--- config.mk ---
export PLATFORM = sky130hd
export DESIGN_NAME = ac3_quant_bank_flat
export DESIGN_NICKNAME = d
export VERILOG_FILES = /design/src/rtl/ac3_quant_bank_if.sv /design/src/rtl/ac3_quant_bank.sv /design/src/flat_wrapper.sv
export SDC_FILE = /design/constraint.sdc
export NUM_CORES = 1
export LEC_CHECK = 0
export ABC_AREA = 1
export CORE_UTILIZATION = 35
export CTS_CLUSTER_SIZE = 28
export DETAILED_ROUTE_END_ITERATION = 10
export PLACE_DENSITY = 0.67
export RECOVER_POWER = 50
export SLEW_MARGIN = 20
export SYNTH_ARGS = -nofsm -noshare
export SYNTH_HDL_FRONTEND = slang
export SYNTH_SLANG_ARGS = --single-unit
--- constraint.sdc ---
create_clock -name clk -period 1.9 [get_ports clk]
set_input_delay 0.285 -clock clk [delete_from_list [all_inputs] [get_ports clk]]
set_output_delay 0.285 -clock clk [all_outputs]
set_load 0.02 [all_outputs]
--- src/rtl/ac3_quant_bank_if.sv ---
// Load/stream bundle for ac3_quant_bank: parallel channel load in, one channel per beat out.
// Pure wiring, no latency.
// out_valid/out_ready follow valid/ready rules; the consumer stalls via out_ready.
interface ac3_quant_bank_if #(
   parameter int M   = 16,
   parameter int Pa  = 8,
   parameter int Pw  = 8,
   parameter int MNO = 288,
   parameter int NCH = 4,
   parameter int Po  = 8
);
   localparam int W  = $clog2(M) + Pa + Pw + $clog2(MNO);
   localparam int SW = $clog2(W);
   localparam int CW = $clog2(NCH);

   logic                cl_en;
   logic                w_en;
   logic [NCH*W-1:0]    in_vec;
   logic [SW-1:0]       sh_amt;
   logic                busy;
   logic                out_valid;
   logic                out_ready;
   logic [Po-1:0]       out_data;
   logic [CW-1:0]       out_ch;
   logic                out_sat;
   logic                done;

   modport master (
      output cl_en, w_en, in_vec, sh_amt, out_ready,
      input  busy, out_valid, out_data, out_ch, out_sat, done
   );

   modport slave (
      input  cl_en, w_en, in_vec, sh_amt, out_ready,
      output busy, out_valid, out_data, out_ch, out_sat, done
   );
endinterface

--- src/rtl/ac3_quant_bank.sv ---
// NCH-channel quantizer: parallel load, shared arithmetic right shift, saturate to Po, stream out.
// Latency: load to first beat is min(sh_amt, W-1)+1 cycles; AC3_QUANT_ROUND_EN adds round-half-up.
// Backpressure: out_ready low holds the current beat (data, channel, sat flag) stable.
module ac3_quant_bank #(
   parameter int M   = 16,
   parameter int Pa  = 8,
   parameter int Pw  = 8,
   parameter int MNO = 288,
   parameter int NCH = 4,
   parameter int Po  = 8
) (
   input logic               clk,
   input logic               rst_n,
   ac3_quant_bank_if.slave   bus
);
   localparam int W  = $clog2(M) + Pa + Pw + $clog2(MNO);
   localparam int SW = $clog2(W);
   localparam int CW = $clog2(NCH);

   localparam logic signed [W:0] SAT_HI = (W+1)'((1 << (Po - 1)) - 1);
   localparam logic signed [W:0] SAT_LO = ~SAT_HI;

   typedef enum logic [1:0] {IDLE, SHIFT, OUT} state_t;

   state_t                state;
   logic signed [W-1:0]   acc [NCH];
   logic [SW-1:0]         cnt;
   logic [SW-1:0]         sh_clamp;
   logic [CW-1:0]         ch;
   logic                  busy;
   logic                  valid;
   logic                  done;
   logic signed [W:0]     val;
   logic [Po-1:0]         sat_data;
   logic                  sat_flag;
`ifdef AC3_QUANT_ROUND_EN
   logic [NCH-1:0]        guard;
`endif

   // Shifts of W or more would only sign-fill, so W-1 gives the same result.
   assign sh_clamp = (int'(bus.sh_amt) >= W) ? SW'(W - 1) : bus.sh_amt;

   always_ff @(posedge clk or negedge rst_n) begin
      if (!rst_n) begin
         state <= IDLE;
         for (int i = 0; i < NCH; i++) acc[i] <= '0;
         cnt   <= '0;
         ch    <= '0;
         busy  <= 1'b0;
         valid <= 1'b0;
         done  <= 1'b0;
`ifdef AC3_QUANT_ROUND_EN
         guard <= '0;
`endif
      end else begin
         done <= 1'b0;
         if (bus.cl_en) begin
            state <= IDLE;
            for (int i = 0; i < NCH; i++) acc[i] <= '0;
            cnt   <= '0;
            ch    <= '0;
            busy  <= 1'b0;
            valid <= 1'b0;
`ifdef AC3_QUANT_ROUND_EN
            guard <= '0;
`endif
         end else begin
            unique case (state)
               IDLE: begin
                  if (bus.w_en) begin
                     for (int i = 0; i < NCH; i++) acc[i] <= bus.in_vec[i*W +: W];
`ifdef AC3_QUANT_ROUND_EN
                     guard <= '0;
`endif
                     cnt  <= sh_clamp;
                     busy <= 1'b1;
                     if (sh_clamp != '0) begin
                        state <= SHIFT;
                     end else begin
                        state <= OUT;
                        valid <= 1'b1;
                     end
                  end
               end
               SHIFT: begin
                  for (int i = 0; i < NCH; i++) begin
                     acc[i] <= acc[i] >>> 1;
`ifdef AC3_QUANT_ROUND_EN
                     guard[i] <= acc[i][0];
`endif
                  end
                  cnt <= cnt - SW'(1);
                  if (cnt == SW'(1)) begin
                     state <= OUT;
                     valid <= 1'b1;
                  end
               end
               OUT: begin
                  if (bus.out_ready) begin
                     if (ch == CW'(NCH - 1)) begin
                        ch    <= '0;
                        done  <= 1'b1;
                        state <= IDLE;
                        busy  <= 1'b0;
                        valid <= 1'b0;
                     end else begin
                        ch <= ch + CW'(1);
                     end
                  end
               end
               default: state <= IDLE;
            endcase
         end
      end
   end

   // One extra bit so the rounding increment cannot wrap the largest positive value.
   always_comb begin
      val = {acc[ch][W-1], acc[ch]};
`ifdef AC3_QUANT_ROUND_EN
      val = val + $signed({{W{1'b0}}, guard[ch]});
`endif
      sat_data = val[Po-1:0];
      sat_flag = 1'b0;
      if (val > SAT_HI) begin
         sat_data = SAT_HI[Po-1:0];
         sat_flag = 1'b1;
      end else if (val < SAT_LO) begin
         sat_data = SAT_LO[Po-1:0];
         sat_flag = 1'b1;
      end
   end

   assign bus.busy      = busy;
   assign bus.out_valid = valid;
   assign bus.out_data  = sat_data;
   assign bus.out_ch    = ch;
   assign bus.out_sat   = sat_flag;
   assign bus.done      = done;
endmodule

--- src/flat_wrapper.sv ---
// flat-port wrapper written by rule: the top's interface ports become plain ports
module ac3_quant_bank_flat 
#(
   parameter int M   = 16,
   parameter int Pa  = 8,
   parameter int Pw  = 8,
   parameter int MNO = 288,
   parameter int NCH = 4,
   parameter int Po  = 8
)
  (clk, rst_n, bus_cl_en, bus_w_en, bus_in_vec, bus_sh_amt, bus_out_ready, bus_busy, bus_out_valid, bus_out_data, bus_out_ch, bus_out_sat, bus_done);
  ac3_quant_bank_if #(.M(M), .Pa(Pa), .Pw(Pw), .MNO(MNO), .NCH(NCH), .Po(Po)) bus_i ();
  input logic clk;
  input logic rst_n;
  input wire logic [$bits(bus_i.cl_en)-1:0] bus_cl_en;
  input wire logic [$bits(bus_i.w_en)-1:0] bus_w_en;
  input wire logic [$bits(bus_i.in_vec)-1:0] bus_in_vec;
  input wire logic [$bits(bus_i.sh_amt)-1:0] bus_sh_amt;
  input wire logic [$bits(bus_i.out_ready)-1:0] bus_out_ready;
  output wire logic [$bits(bus_i.busy)-1:0] bus_busy;
  output wire logic [$bits(bus_i.out_valid)-1:0] bus_out_valid;
  output wire logic [$bits(bus_i.out_data)-1:0] bus_out_data;
  output wire logic [$bits(bus_i.out_ch)-1:0] bus_out_ch;
  output wire logic [$bits(bus_i.out_sat)-1:0] bus_out_sat;
  output wire logic [$bits(bus_i.done)-1:0] bus_done;
  assign bus_i.cl_en = bus_cl_en;
  assign bus_i.w_en = bus_w_en;
  assign bus_i.in_vec = bus_in_vec;
  assign bus_i.sh_amt = bus_sh_amt;
  assign bus_i.out_ready = bus_out_ready;
  assign bus_busy = bus_i.busy;
  assign bus_out_valid = bus_i.out_valid;
  assign bus_out_data = bus_i.out_data;
  assign bus_out_ch = bus_i.out_ch;
  assign bus_out_sat = bus_i.out_sat;
  assign bus_done = bus_i.done;
  ac3_quant_bank #(.M(M), .Pa(Pa), .Pw(Pw), .MNO(MNO), .NCH(NCH), .Po(Po)) u_core (.clk(clk), .rst_n(rst_n), .bus(bus_i));
endmodule
==> flow_summary.json, run 1 <==
{
  "muxShareOfSynthArea_pct": 0,
  "worstMarginPinSlew_ps": 910.8,
  "drt_wl_total_mm": 24.12,
  "utilization_pct": 54.60,
  "clock_sinks": 128,
  "slew_headroom_pct": 39.28,
  "crit_chain": "inv_4 > buf_12 > nand2_1 > nand2_1 > nand2_2 > buf_4 > nand3_1 > nor2_1 > nand2_1 > nor2_2 > nand2_2 > nand2_4 > nand2_2 > buf_4",
  "cts_root_buf": "clkbuf_16",
  "via_count": 7518,
  "cp-end-kind": "output port",
  "pwr-share-clk_pct": 19.7,
  "cts_buffers": 17,
  "avgSynthCellArea_um2": 7.718,
  "core_um2": 19590,
  "die_w_um": 144.0,
  "synth.yosys.seq_area_share_pct": 45.36,
  "finalPower_mw": 17.10,
  "ant_nets": 0,
  "hold_class": "in -> async",
  "status": "finished, violations left",
  "final_common_cell": "nand2_1",
  "switching_share_pct": 39.68,
  "layout_common_cells": "305 x nand2_1, 147 x buf_4, 127 x clkdlybuf4s50_1",
  "violations": "setup timing",
  "crit_fanout": 23,
  "dr.pass1.iters": 5,
  "io_buffers": 139,
  "p_per_area_nw_per_um2": 1598,
  "synthCells": 915,
  "path_clk_slew_ps": 60,
  "post_drt_wl_per_cell_um": 16.62,
  "path_class": "reg -> out",
  "grt_overflow_total": 0,
  "period_share_pct": 135.3,
  "synth_seq_cells": 128,
  "finalMaxSlewViolations": 0,
  "p_switching_mw": 6.784,
  "grtUsageTotal_pct": 23.49,
  "finalWorstSetupSlack_ps": -669.8,
  "max_cap_violations": 0,
  "syn_nets": 1047,
  "grt_setup_unrepaired": "true",
  "cp_data_required_time_ps": 1620,
  "grt_pass1_wl_mm": 36.63,
  "start_util_pct": 36.05,
  "synthXorXnorAreaFrac_pct": 0,
  "crit_arrival_ps": 2280,
  "fin_nets": 1305,
  "setup_violations": 9,
  "h-tree-depth": 4,
  "pwr-share-seq_pct": 28.7,
  "first_global_vias": 7049,
  "fin_crit_ps": 2570,
  "clock.fmax_ghz": 0.3891,
  "syn_area_um2": 7062,
  "area_growth_pct": 51.47,
  "diodes": 0,
  "finalWeightedCongestion": 0.8756,
  "route.detailed.drc": 0,
  "max_stage_delay_ps": 450,
  "grt_start_max_net_pins": 93,
  "clk_latency_ps": 430,
  "startpoint_type": "flop",
  "hpwlAfterDp_mm": 16.51,
  "drive_gt1_share_pct": 20.99,
  "pin_count": 140,
  "hold_viol_final": 0,
  "cts_tree": "built",
  "crit_slowest_cell": "dfrtp_2",
  "die_h_um": 144.0,
  "power.internal_mw": 10.31,
  "combPwrFrac_pct": 51.5,
  "vdd_drop_max_v": 0.0008932,
  "fill_cells": 1862,
  "skew_ps": 8.933,
  "clockBufferDepth": 2,
  "num_rows": 51,
  "yosysWarnings": 0,
  "synth_top_family_by_area": "simple AND/OR/NAND/NOR gates",
  "ys_types": 26,
  "synth_compound_gate_area_share_pct": 22.01,
  "avgViaCountPerCell": 5.181,
  "antenna_found_initial": 0,
  "dieArea_um2": 20750,
  "drtIter0Drc": 452,
  "yosys.area_share.simple_pct": 24.45,
  "leakagePower_nw": 4.761,
  "synth-adder-area-share_pct": 1.063
}
worst max-delay path, delay by kind of cell (launching register included):
| kind | cells | cell delay, ps |
|---|---|---|
| simple gates | 10 | 920 |
| buf+inv | 4 | 490 |
| flops | 1 | 450 |
power by group through the flow:
| stage | Sequential (mW) | Clock, mW | Combinational [mW] |
|---|---|---|---|
| 2_1_floorplan | 4.73 | 0 | 4.25 |
| 3_3_place_gp | 4.88 | 0 | 8.10 |
| 3_5_place_dp | 4.88 | 0 | 8.18 |
| 4_1_cts | 4.87 | 3.42 | 8.33 |
| 5_1_grt | 5.02 | 3.53 | 9.72 |
| 6_report | 4.91 | 3.38 | 8.81 |
repair_timing:
action	CTS	global route
setup endpoints to repair	10	78
hold endpoints to repair	128	0
setup buffers	0	1
cloned	1	4
resized for setup	67	25
pin swaps	5	12
hold buffers	1	0
through the flow:
step | area [um^2] | std cells | setup slack, ps | setup TNS [ps] | hold slack, ps
2_1_floorplan | 7099 | 915 | -19.17 | -131.3 | -10.59
3_3_place_gp | 9821 | 1412 | -691.4 | -5722 | 90.89
3_5_place_dp | 9821 | 1412 | -697.2 | -5896 | 90.82
4_1_cts | 10530 | 1446 | -685.4 | -5686 | 200.7
5_1_grt | 10700 | 1451 | -839.5 | -7063 | 208.3
6_report | 10700 | 1451 | -669.8 | -5562 | 186.5
cell families (layout without fill, tap and decap cells):
logic type	count (synthesis)	after routing
buffers and inverters	100	371
flip-flops	128	128
AO/OA/AOI/OAI	251	251
adder cells (fa/ha/maj)	6	6
AND/OR/NAND/NOR	430	430
flip-flops by register name, indices dropped and copies added (netlist names):
register / cells
u_core.acc: 116
u_core.state: 2
u_core.cnt: 5
u_core.bus.out_valid: 1
u_core.bus.busy: 1
u_core.bus.out_ch: 2
u_core.bus.done: 1
Yosys cell counts (all sizes together):
master | instances | share of area, %
ha | 6 | 1.1
a32oi | 1 | 0.12
a31oi | 1 | 0.089
nor2 | 32 | 1.8
buf | 49 | 4.4
clkbuf | 21 | 1.1
nand2 | 323 | 17
o221ai | 2 | 0.25
or2 | 2 | 0.18
nand3 | 68 | 4.8
dfrtp | 128 | 45
a22oi | 113 | 12
o22ai | 2 | 0.18
nor3 | 4 | 0.28
inv | 30 | 1.6
nand4 | 1 | 0.089
o21ai | 127 | 9.0
a21oi | 5 | 0.35
area by class of cell:
type,count,area [um^2],area share [%]
repair buffers,309,2942,27.50
flip-flops and latches,128,3206,29.97
clock buffers,22,474.2,4.433
inverters,30,120.1,1.123
clock inverters,10,133.9,1.252
well taps,265,331.6,3.100
multi-input cells,687,3490,32.62
path summary, 6_finish.rpt:
path | from | depth (start not counted) | to | slack, ps
max in group asynchronous | rst_n | 3 | u_core.bus.out_ch[1] | 550
min | rst_n | 2 | u_core.acc[6] | 190
max | u_core.bus.out_ch[0] | 14 | bus_out_data[3] | -670
min reg2reg | u_core.acc[58] | 2 | u_core.acc[58] | 490
max reg2reg | u_core.state[0] | 7 | u_core.acc[23] | 100
min in group clk | bus_in_vec[115] | 3 | u_core.acc[28] | 440
routing by layer:
metal,vias to the layer above,GRT usage (%),wire length (um)
li1,3662,-,-
met1,3517,31.71,10910
met4,0,10.58,682
met5,-,0,0
met2,294,35.90,10910
met3,45,5.132,1612
No activity file was read; power rests on OpenSTA's default activity.
==> run 2, diff against run 1 <==
--- a/config.mk
+++ b/config.mk
@@ -6,6 +6,7 @@
 export NUM_CORES = 1
 export LEC_CHECK = 0
 export ABC_AREA = 1
+export CORE_MARGIN = 4
 export CORE_UTILIZATION = 35
 export CTS_CLUSTER_SIZE = 28
 export DETAILED_ROUTE_END_ITERATION = 10
==> constraint.sdc (replaced) <==
create_clock -name clk -period 1.9 [get_ports clk]
set_input_delay 0.285 -clock clk [delete_from_list [all_inputs] [get_ports clk]]
set_output_delay 0.285 -clock clk [all_outputs]
set_load 0.05 [all_outputs]
==> run 2 against run 1 <==
Compared with the run above: the run still ends with setup timing left; core utilization fell by 0.65 points; clock-buffer cell count fell by 3; non-clock buffer count fell by 40; sequential power rose by 1%; largest cell class unchanged.
==> flow_summary.json, run 2 (synthesis gave the netlist of run 1 again) <==
{
  "hold_class": "in -> reg",
  "start_util_pct": 35.93,
  "layout_common_cells": "300 x nand2_1, 126 x dfrtp_1, 125 x clkdlybuf4s50_1",
  "vdd_drop_max_v": 0.0008174,
  "core_um2": 19650,
  "path_class": "reg -> out",
  "diodes": 0,
  "clockBufferDepth": 2,
  "p_per_area_nw_per_um2": 1612,
  "setup_violations": 9,
  "startpoint_type": "flop",
  "die_h_um": 150.0,
  "setup_tns_ps": -5962,
  "hpwlAfterDp_mm": 17.35,
  "hold_slack_ps": 454.7,
  "path_clk_slew_ps": 60,
  "largest_reg_flops": 116,
  "dpl_cell_area_um2": 9772,
  "fin_crit_ps": 2629,
  "post_drt_wl_per_cell_um": 16.96,
  "period_share_pct": 138.4,
  "ant_nets": 0,
  "max_cap_violations": 0,
  "fill_cells": 1852,
  "route.detailed.drc": 0,
  "slew_headroom_pct": 38.66,
  "finalWeightedCongestion": 0.8530,
  "reg_top3": "u_core.acc x116, u_core.cnt x5",
  "grt_start_max_net_pins": 77,
  "cts_buffers": 17,
  "finalPower_mw": 17.09,
  "skew_ps": 11.65,
  "num_rows": 51,
  "fin_nets": 1265,
  "drtIter0Drc": 639,
  "clock.fmax_ghz": 0.3804,
  "area_growth_pct": 50.16,
  "final_common_cell": "nand2_1",
  "die_w_um": 150.0,
  "cp-end-kind": "output port",
  "h-tree-depth": 4,
  "antenna_found_initial": 1,
  "cts_root_buf": "clkbuf_16",
  "hold_viol_final": 0,
  "cts_tree": "built",
  "violations": "setup timing",
  "drt_wl_total_mm": 23.92,
  "leakagePower_nw": 4.604,
  "finalWorstSetupSlack_ps": -728.9,
  "regMostFlops": "u_core.acc",
  "grt_setup_unrepaired": "true",
  "via_count": 7310,
  "worstMarginPinSlew_ps": 920.0,
  "drive_gt1_share_pct": 19.98,
  "dieArea_um2": 22510,
  "first_global_vias": 7015,
  "grt_pass1_wl_mm": 37.12,
  "fin_area_um2": 10600,
  "crit_fanout": 8,
  "grt_overflow_total": 0,
  "status": "finished, violations left",
  "cp_data_required_time_ps": 1620,
  "crit_arrival_ps": 2340,
  "grtUsageTotal_pct": 21.27,
  "dr.pass1.iters": 5,
  "clock_sinks": 128,
  "avgViaCountPerCell": 5.181,
  "clk_latency_ps": 420,
  "io_buffers": 139,
  "finalMaxSlewViolations": 0,
  "pin_count": 140
}
run 2: cell types whose count changed in the layout (fill, tap and decap cells not counted), moves of 4 or more:
cell     previous run  this run
buf_6              10         3
buf_4             147       100
inv_6               0         4
nand3_1            62        53
nand2_1           305       300
nand3_2             5        15
buf_12             11        19
nand2_8             1         9
buf_8               1        11
run 2: repair_timing:
action	4_1_cts	5_1_grt
hold endpoints to repair	30	0
setup buffers	1	1
hold buffers	1	0
endpoints found under the setup margin	11	106
gates cloned	1	1
resized for setup	51	15
pin swaps	6	4
run 2: routing by layer:
metal  wire (um)  part of all wire, %  vias up  track usage [%]
met2       11250                   47      240            33.79
li1            -                    -     3584                -
met4         441                  1.8        2            6.267
met5          13                0.054        -                0
met3        1360                  5.7       32            4.724
met1       10860                   45     3452            29.16
run 2: worst max-delay path, cell delays in order (launching register included):
cell and delay (ps):
dfrtp_2 460, inv_6 150, buf_4 150, nand2_1 70, nand2_1 70, nand2_1 100, nand2_1 90, nand3_1 80
nor2_1 140, nand3_2 140, nand2_4 150, buf_6 130, nand2_8 50, buf_8 150
run 2: path summary, 6_finish.rpt:
kind	slack (ps)	from	cells after the start	to
max	-730	u_core.bus.out_ch[0]	13	bus_out_sat
min	450	bus_in_vec[115]	3	u_core.acc[28]
max reg2reg	100	u_core.bus.out_ch[1]	11	u_core.state[1]
min reg2reg	490	u_core.bus.busy	2	u_core.bus.busy
max in group asynchronous	250	rst_n	3	u_core.acc[61]
min in group asynchronous	540	rst_n	2	u_core.acc[39]
run 2: through the flow:
stage	util, %	setup slack [ps]	std cells
global route	53.95	-866.2	1411
floorplan	-	-258.1	915
finish	53.95	-728.9	1411
CTS	53.77	-730.4	1409
detailed placement	49.72	-412.6	1374
global placement	49.72	-388.7	1374
run 2: cell type report:
cell class	count	area, um^2	share of cell area, %
multi-input cells	687	3656	34.48
repair buffers	269	2723	25.68
clock inverters	13	112.6	1.062
flip-flops and latches	128	3206	30.23
inverters	30	122.6	1.156
clock buffers	19	452.9	4.271
well taps	265	331.6	3.127
run 2: power by group:
part	switching (mW)	internal [mW]
registers	1.01	3.96
clock network	1.29	1.87
logic	5.01	3.95
==> run 3, diff against run 2 <==
--- a/config.mk
+++ b/config.mk
@@ -5,11 +5,11 @@
 export SDC_FILE = /design/constraint.sdc
 export NUM_CORES = 1
 export LEC_CHECK = 0
-export ABC_AREA = 1
 export CORE_MARGIN = 4
 export CORE_UTILIZATION = 35
 export CTS_CLUSTER_SIZE = 28
 export DETAILED_ROUTE_END_ITERATION = 10
+export GPL_TIMING_DRIVEN = 1
 export PLACE_DENSITY = 0.67
 export RECOVER_POWER = 50
 export SLEW_MARGIN = 20
==> run 3 against run 2 <==
Compared with the run above: the run still ends with setup timing left; critical path depth down 3; setup slack got worse by 370 ps; power fell by 12%; via count is 15% lower; final area is 1.1% higher; non-clock buffer count rose by 6; largest cell class unchanged; synthesized area is 2.7% higher.
==> flow_summary.json, run 3 <==
{
  "crit_buf_inv": 5,
  "clock.fmax_ghz": 0.3332,
  "route.detailed.drc": 0,
  "p_per_area_nw_per_um2": 1410,
  "synth.yosys.seq_area_share_pct": 44.15,
  "clock_sinks": 128,
  "ys_top_cells_by_area": "dfrtp_1 44%, mux2i_1 16%, o31ai_1 12%",
  "final_common_cell": "dfrtp_1",
  "area_growth_pct": 47.82,
  "drt_wl_total_mm": 22.02,
  "die_w_um": 152.0,
  "start_util_pct": 35.74,
  "via_count": 6219,
  "crit_arrival_ps": 2720,
  "cp_data_required_time_ps": 1620,
  "fin_crit_ps": 3001,
  "pwr-share-clk_pct": 21.1,
  "ys_types": 39,
  "skew_ps": 10.07,
  "path_clk_slew_ps": 60,
  "hold_viol_final": 0,
  "reg_top3": "u_core.acc x116, u_core.cnt x5",
  "avgSynthCellArea_um2": 10.77,
  "synth-edff-count": 0,
  "synth_seq_cells": 128,
  "syn_nets": 806,
  "grt_setup_unrepaired": "true",
  "layout_common_cells": "126 x dfrtp_1, 125 x nand2_1, 124 x clkdlybuf4s50_1",
  "avgViaCountPerCell": 5.217,
  "cpMostUsedCell": "buf_6",
  "cts_root_buf": "clkbuf_16",
  "syn_area_um2": 7256,
  "regMostFlops": "u_core.acc",
  "rr_endpoint": "u_core.bus.out_valid",
  "finalWorstSetupSlack_ps": -1101,
  "switching_share_pct": 37.90,
  "startpoint_type": "flop",
  "hpwlAfterDp_mm": 15.39,
  "r2r_cells": 9,
  "crit_chain": "buf_6 > mux4_2 > nor4_4 > buf_4 > nand4_1 > buf_6 > o21ai_4 > buf_6 > o21ai_2 > buf_6",
  "post_drt_wl_per_cell_um": 18.47,
  "fin_nets": 1041,
  "yosys-top-cells-count": "128 x dfrtp_1, 126 x nand2_1, 118 x mux2i_1, 115 x o31ai_1, 51 x clkbuf_1",
  "crit_slowest_cell": "mux4_2",
  "cts_buffers": 17,
  "max_cap_violations": 0,
  "drtIter0Drc": 375,
  "dp.cells": 1148,
  "cts_tree": "built",
  "clockBufferDepth": 2,
  "status": "finished, violations left",
  "vdd_drop_max_v": 0.0006160,
  "pin_count": 140,
  "first_global_vias": 6319,
  "clk_latency_ps": 420,
  "grt_overflow_total": 0,
  "h-tree-depth": 4,
  "whs_path_depth": 2,
  "path_class": "reg -> out",
  "rr_startpoint": "u_core.bus.out_ch[0]",
  "yosysWarnings": 0,
  "max_stage_delay_ps": 540,
  "pre_cts_ws_ps": -883.2,
  "die_h_um": 152.0,
  "grt_start_max_net_pins": 123,
  "critPathTopFamily": "buffers and inverters",
  "largest_reg_flops": 116,
  "finalPower_mw": 15.12,
  "grtUsageTotal_pct": 18.52,
  "synthCells": 674,
  "ys.flop_type": "dfrtp_1",
  "power.internal_mw": 9.391,
  "holdPathEnd": "u_core.cnt[0]",
  "period_share_pct": 157.9,
  "grt_pass1_wl_mm": 34.31,
  "worstMarginPinSlew_ps": 1020,
  "synth_top_area_share_pct": 44.15,
  "pwr-share-seq_pct": 30.1,
  "regToRegSetupSlack_ps": 80,
  "crit_fanout": 6,
  "num_rows": 52,
  "drive_gt1_share_pct": 24.73,
  "synth-async-reset-ratio_pct": 100.0,
  "leakagePower_nw": 4.497,
  "hold_class": "in -> reg",
  "core_um2": 20300,
  "p_switching_mw": 5.730,
  "finalWeightedCongestion": 0.8093,
  "holdCritStartpoint": "bus_cl_en",
  "dr.pass1.iters": 5,
  "setup_violations": 9,
  "yosys.area.top_type": "dfrtp_1",
  "antenna_found_initial": 0,
  "finalNonFillerCells": 1192,
  "diodes": 0,
  "synth.most_common_cell": "dfrtp_1",
  "violations": "setup timing",
  "combPwrFrac_pct": 48.8,
  "slew_headroom_pct": 31.98,
  "io_buffers": 139,
  "fin_area_um2": 10730,
  "dpl_cell_area_um2": 9868,
  "hold_slack_ps": 166.3,
  "cp-end-kind": "output port",
  "dieArea_um2": 23100,
  "ant_nets": 0,
  "finalMaxSlewViolations": 0
}
run 3: cell count changes in the layout (fill, tap and decap cells not counted), sizes merged, moves of 65 or more:
cell,delta
nand2,-197
mux2i,+118
o31ai,+115
o21ai,-112
nand3,-65
a22oi,-110
run 3: worst max path at each step:
| stage | start | endpoint | slack (ps) | cells past startpoint |
|---|---|---|---|---|
| after floorplan | u_core.bus.out_ch[0] | bus_out_data[0] | -750 | 7 |
| after global placement | u_core.bus.out_ch[0] | bus_out_data[1] | -880 | 9 |
| after detailed placement | u_core.bus.out_ch[0] | bus_out_data[1] | -880 | 9 |
| after CTS | u_core.bus.out_ch[0] | bus_out_data[1] | -1130 | 10 |
| after global routing | u_core.bus.out_ch[0] | bus_out_data[0] | -1230 | 10 |
| final | u_core.bus.out_ch[0] | bus_out_data[1] | -1100 | 10 |
run 3: cell families after synthesis:
| logic type | after synthesis | share of synthesized area, % |
|---|---|---|
| buffers and inverters | 76 | 4.380 |
| AO/OA/AOI/OAI | 151 | 15.04 |
| AND/OR/NAND/NOR | 166 | 9.657 |
| multiplexers | 147 | 25.75 |
| flip-flops | 128 | 44.15 |
| adder cells (fa/ha/maj) | 6 | 1.035 |
run 3: area by class of cell:
class / instances / area [um^2]
Fill cell: 1786 / 9574
Inverter: 15 / 56.30
Clock buffer: 18 / 429.2
Sequential cell: 128 / 3206
Clock inverter: 14 / 143.9
Tap cell: 270 / 337.8
Multi-Input combinational cell: 472 / 3915
Timing Repair Buffer: 275 / 2638
run 3: metrics by stage:
stage          TNS (ps)  utilization (%)
2_1_floorplan     -5902                -
3_3_place_gp      -7094            48.61
3_5_place_dp      -7270            48.61
4_1_cts           -9328            52.08
5_1_grt          -10260            52.84
6_report          -9098            52.84
run 3: routing by layer:
layer	part of all wire [%]	GRT usage, %	wire (um)	up-vias
li1	-	-	-	3003
met1	46	25.47	10160	3005
met2	47	29.61	10440	180
met3	4.5	3.783	987	31
met4	2.0	5.736	433	0
met5	0	0	0	-
run 3: timing repair:
item,in CTS,in global routing
setup buffers,2,6
setup endpoints to repair,31,101
hold buffers,1,0
cloned,1,2
endpoints found under the hold margin,128,0
resized for setup,27,20
pin swaps,5,6
run 3: power groups by stage:
| stage | sequential [mW] | combinational, mW | clock [mW] |
|---|---|---|---|
| after global placement | 4.53 | 6.82 | 0 |
| after detailed placement | 4.56 | 6.93 | 0 |
| after CTS | 4.53 | 7.15 | 3.24 |
| after global routing | 4.63 | 8.00 | 3.39 |
| after floorplan | 4.37 | 4.13 | 0 |
| final | 4.55 | 7.38 | 3.19 |
